### config.mk
export PLATFORM = sky130hd
export DESIGN_NAME = odd_seq_sched
export DESIGN_NICKNAME = d
export VERILOG_FILES = /design/src/rtl/odd_sched_pkg.sv /design/src/rtl/odd_step_gen.sv /design/src/rtl/odd_seq_sched.sv
export SDC_FILE = /design/constraint.sdc
export NUM_CORES = 1
export LEC_CHECK = 0
export BUFFER_PORTS_ARGS = -buffer_cell sky130_fd_sc_hd__buf_2
export CORE_ASPECT_RATIO = 1.2
export CORE_MARGIN = 1
export CORE_UTILIZATION = 50
export DETAILED_ROUTE_END_ITERATION = 8
export PLACE_DENSITY = 0.77
export REMOVE_ABC_BUFFERS = 1
export SLEW_MARGIN = 0
export SYNTH_ARGS = -nofsm -noshare
export SYNTH_HDL_FRONTEND = slang
export SYNTH_SLANG_ARGS = --single-unit
### constraint.sdc
create_clock -name clk -period 2.45 [get_ports clk]
set_input_delay 0.245 -clock clk [delete_from_list [all_inputs] [get_ports clk]]
set_output_delay 0.245 -clock clk [all_outputs]
set_load 0.05 [all_outputs]
### src/rtl/odd_sched_pkg.sv
// Shared types and constants for the odd-number sequence scheduler.
package odd_sched_pkg;

    typedef enum logic {
        IDLE,
        BURST
    } state_t;

    localparam int unsigned ODD_START = 1;
    localparam int unsigned ODD_STEP  = 2;

endpackage

### src/rtl/odd_step_gen.sv
// Odd-value datapath register: holds the current odd value, steps by two, restarts at one.
module odd_step_gen
    import odd_sched_pkg::*;
#(
    parameter int unsigned WIDTH = 8
) (
    input  logic             clk,
    input  logic             reset,
    input  logic             step_i,
    input  logic             clear_i,
    output logic [WIDTH-1:0] val_o
);

    logic [WIDTH-1:0] val_q, val_d;

    // Clear wins over step; the add wraps naturally modulo 2**WIDTH.
    always_comb begin
        val_d = val_q;
        if (clear_i) begin
            val_d = WIDTH'(ODD_START);
        end else if (step_i) begin
            val_d = val_q + WIDTH'(ODD_STEP);
        end
    end

    always_ff @(posedge clk or posedge reset) begin
        if (reset) begin
            val_q <= WIDTH'(ODD_START);
        end else begin
            val_q <= val_d;
        end
    end

    assign val_o = val_q;

endmodule

### src/rtl/odd_seq_sched.sv
// Round-robin scheduler streaming bursts of consecutive odd values to N_REQ requesters.
module odd_seq_sched
    import odd_sched_pkg::*;
#(
    parameter int unsigned N_REQ = 4,
    parameter int unsigned WIDTH = 8,
    parameter int unsigned LEN_W = 4
) (
    input  logic                     clk,
    input  logic                     reset,
    input  logic [N_REQ-1:0]         req_i,
    input  logic [N_REQ*LEN_W-1:0]   len_i,
    input  logic                     clear_i,
    output logic [N_REQ-1:0]         gnt_o,
    output logic [$clog2(N_REQ)-1:0] id_o,
    output logic [WIDTH-1:0]         cnt_o,
    output logic                     valid_o,
    input  logic                     ready_i,
    output logic                     last_o,
    output logic                     busy_o
);

    localparam int unsigned IdW = $clog2(N_REQ);

    state_t             state_q, state_d;
    logic [N_REQ-1:0]   gnt_q, gnt_d;
    logic [IdW-1:0]     id_q, id_d;
    logic [IdW-1:0]     rr_ptr_q, rr_ptr_d;
    logic [LEN_W-1:0]   rem_q, rem_d;
    logic               clear_pend_q, clear_pend_d;

    logic               win_found;
    logic [IdW-1:0]     win_id;
    logic [LEN_W-1:0]   win_len;
    logic               gen_step;
    logic               gen_clear;

    // Search starts just past the last winner so every requester gets its turn.
    always_comb begin
        win_found = 1'b0;
        win_id    = '0;
        for (int i = 1; i <= int'(N_REQ); i++) begin
            if (!win_found && req_i[(int'(rr_ptr_q) + i) % int'(N_REQ)]) begin
                win_found = 1'b1;
                win_id    = IdW'((int'(rr_ptr_q) + i) % int'(N_REQ));
            end
        end
        win_len = len_i[win_id*LEN_W +: LEN_W];
    end

    always_comb begin
        state_d      = state_q;
        gnt_d        = gnt_q;
        id_d         = id_q;
        rr_ptr_d     = rr_ptr_q;
        rem_d        = rem_q;
        clear_pend_d = clear_pend_q;
        gen_step     = 1'b0;
        gen_clear    = 1'b0;
        unique case (state_q)
            IDLE: begin
                gen_clear = clear_i;
                if (win_found) begin
                    state_d  = BURST;
                    gnt_d    = N_REQ'(1) << win_id;
                    id_d     = win_id;
                    rr_ptr_d = win_id;
                    rem_d    = (win_len == '0) ? LEN_W'(1) : win_len;
                end
            end
            BURST: begin
                // A clear during a burst is deferred so the burst stays contiguous.
                clear_pend_d = clear_pend_q | clear_i;
                if (ready_i) begin
                    gen_step = 1'b1;
                    rem_d    = rem_q - LEN_W'(1);
                    if (rem_q == LEN_W'(1)) begin
                        state_d      = IDLE;
                        gnt_d        = '0;
                        gen_clear    = clear_i | clear_pend_q;
                        clear_pend_d = 1'b0;
                    end
                end
            end
            default: state_d = IDLE;
        endcase
    end

    always_ff @(posedge clk or posedge reset) begin
        if (reset) begin
            state_q      <= IDLE;
            gnt_q        <= '0;
            id_q         <= '0;
            rr_ptr_q     <= IdW'(N_REQ - 1);
            rem_q        <= '0;
            clear_pend_q <= 1'b0;
        end else begin
            state_q      <= state_d;
            gnt_q        <= gnt_d;
            id_q         <= id_d;
            rr_ptr_q     <= rr_ptr_d;
            rem_q        <= rem_d;
            clear_pend_q <= clear_pend_d;
        end
    end

    odd_step_gen #(
        .WIDTH(WIDTH)
    ) u_gen (
        .clk    (clk),
        .reset  (reset),
        .step_i (gen_step),
        .clear_i(gen_clear),
        .val_o  (cnt_o)
    );

    assign valid_o = (state_q == BURST);
    assign busy_o  = (state_q == BURST);
    assign last_o  = (state_q == BURST) && (rem_q == LEN_W'(1));
    assign gnt_o   = gnt_q;
    assign id_o    = id_q;

endmodule

==> results.json <==
{
  "synthCells": 135,
  "path_max_fanout": 7,
  "htreeDepth": 1,
  "ant_nets": 0,
  "cts_setup_buffers": 0,
  "synth.top_cell.area_share_pct": 37.0,
  "hold_viol_final": 0,
  "relSlewSlack_pct": 45.7,
  "cts_sinks": 22,
  "overflow": 0,
  "clkSlewWorstSetupHoldPaths_ns": 0.13,
  "place_congestion": 0.770,
  "power_w": 0.00189,
  "mostFrequentLayoutCells": "buf_2 (40), dfrtp_1 (19), a21oi_1 (13), nor2_1 (13), nand2_1 (13)",
  "pre_cts_slack_ns": 0.432,
  "ys_seq_elements": 22,
  "ys_top_cells_by_area": "dfrtp_1 (37%), mux2i_1 (7.0%), dfstp_2 (6.1%)",
  "setup_viol": 0,
  "fin_cells": 209,
  "drv_cap": 0,
  "cts_resized": 0,
  "grt_pass1_wl_um": 4540,
  "antenna_cells": 0,
  "cts_hold_buf": 0,
  "vias_per_cell": 5.52,
  "synth_warnings": 0,
  "placementRows": 19,
  "clkPwrFrac_pct": 14.8,
  "cts_buffer_depth": 2,
  "fin_util_pct": 66.9,
  "fin_crit_ns": 2.07,
  "cts_inserted_buffers": 3,
  "start_util_pct": 54.5,
  "slew_viol_final": 0,
  "synth_top_cell_by_area": "dfrtp_1",
  "dpl.cell_count": 205,
  "holdCritPathClass": "primary input to asynchronous set/reset pin",
  "hpwl_um": 2090,
  "powerDensity_nw_per_um2": 1200,
  "clk_latency_ns": 0.31,
  "yosysUniqueCellTypes": 38,
  "synth.cell_area_sq_um": 1280,
  "max_clock_freq_ghz": 0.483,
  "die_area_sq_um": 2770,
  "seq_area_frac_synth_pct": 43.2,
  "p_switching_w": 0.000870,
  "fin_ws_ns": 0.382,
  "dr.pass1.iters": 4,
  "grt_usage_pct": 23.2,
  "fin_crit_sh_pct": 84.4,
  "drc_errors": 0,
  "leakage_nw": 0.786,
  "cts_tree": "done",
  "root_buffer": "clkbuf_4",
  "die_h_um": 57.5,
  "portBuffers": 40,
  "combPwrFrac_pct": 50.8,
  "syn_avg_cell_area_sq_um": 9.51,
  "seqPwrFrac_pct": 34.4,
  "coreArea_sq_um": 2350,
  "crit_arrival_ns": 2.32,
  "status": "completed",
  "critical_path_required_ns": 2.70,
  "wl_per_cell_um": 13.0,
  "io_pins": 41,
  "critPathLaunchType": "flip-flop",
  "drive_above_1_share_pct": 32.0,
  "area_growth_pct": 22.7,
  "internal_power_w": 0.00102,
  "worst_pin_slew_ns": 0.814,
  "rsz0062_at_grt": "false",
  "grt_pass1_vias": 1104,
  "endpoint_kind": "flip-flop",
  "die_x_um": 48.3,
  "totalWireLength_um": 2720,
  "antenna_found_initial": 0,
  "drt_iter0_markers": 28,
  "grt_max_degree": 23,
  "p_sw_share_pct": 46.1,
  "critical_path_class": "flip-flop to flip-flop",
  "nNetsFinal": 206,
  "clock_skew_ns": 0.00557,
  "peakVddDrop_v": 0.000850,
  "worst-r2r-cell-count": 6,
  "final_common_cell": "buf_2",
  "num_vias": 1154
}
[logic make-up after synthesis]
group           count (synthesis)  share of synthesized area, %
flops                          22                          43.2
buf+inv                        10                          3.80
compound gates                 37                          18.9
fa+ha+maj                       3                          2.92
simple gates                   44                          17.0
xor+xnor                        8                          5.46
mux                            11                          8.77
[worst max-delay path, stage by stage (launching register included)]
cell and delay, ns:
dfstp_2 0.58, nor2b_1 0.06, o21ai_0 0.30, o211ai_2 0.27, mux2i_1 0.19, or4_1 0.53
nand3_1 0.08
[path summary, 6_finish.rpt]
check | start | to | slack, ns
max in group asynchronous | reset | u_gen.val_o[2] | 1.88
min reg2reg | id_o[1] | id_o[1] | 0.50
min in group clk | clear_i | u_gen.val_o[2] | 0.18
min | reset | u_gen.val_o[5] | 0.07
max reg2reg | rr_ptr_q[0] | rem_q[0] | 0.38
max | rr_ptr_q[0] | rem_q[0] | 0.38
[metal layers]
metal / wire length [um] / vias up / GRT usage [%]
met4: 39 / 0 / 9.52
met5: 0 / - / 0
li1: - / 566 / -
met3: 115 / 4 / 1.90
met1: 1200 / 540 / 28.6
met2: 1370 / 44 / 39.4
[state kept, by name, indices dropped and copies added (netlist names)]
| register | flops |
|---|---|
| rr_ptr_q | 2 |
| rem_q | 4 |
| clear_pend_q | 1 |
| busy_o | 1 |
| id_o | 2 |
| gnt_o | 4 |
| u_gen.val_o | 8 |
[synth_stat cells (all sizes together)]
library cell and n:
nand2b 2, mux2i 9, inv 5, o22ai 1, mux2 2, o211a 1
clkbuf 2, nor3b 1, a22o 4, nand2 13, a22oi 3, nand3 3
nor4bb 1, dfrtp 19, nor2b 4, a21oi 13, buf 3, xor2 4
xnor2 4, o21ai 6, and2 1, nor4b 1, a31oi 2, o31ai 1
nor4 1, o211ai 2, ha 3, nor2 13, or3b 1, or4 1
o221a 1, o21a 1, or2 2, a21o 2, dfstp 3
[per-stage QoR]
step           TNS (ns)  area, sq um  hold WS [ns]
3_5_place_dp          0         1520         0.445
4_1_cts               0         1580         0.104
5_1_grt               0         1580         0.117
2_1_floorplan    -19.98         1250         0.232
6_report              0         1580        0.0661
3_3_place_gp          0         1520         0.435
[power groups by stage]
stage	Combinational [W]	Sequential (W)	Clock, W
2_1_floorplan	0.000440	0.000941	0
3_3_place_gp	0.000937	0.000641	0
3_5_place_dp	0.000963	0.000652	0
4_1_cts	0.000967	0.000646	0.000282
5_1_grt	0.00105	0.000675	0.000308
6_report	0.000958	0.000649	0.000280
[area by class of cell]
cell class                      count  area [sq um]
Inverter                            5          18.8
Clock inverter                      1          30.0
Clock buffer                        3          22.5
Sequential cell                    22           554
Fill cell                         199           778
Timing Repair Buffer               44           230
Tap cell                           31          38.8
Multi-Input combinational cell    103           681
(Power assumes the default switching activity.)
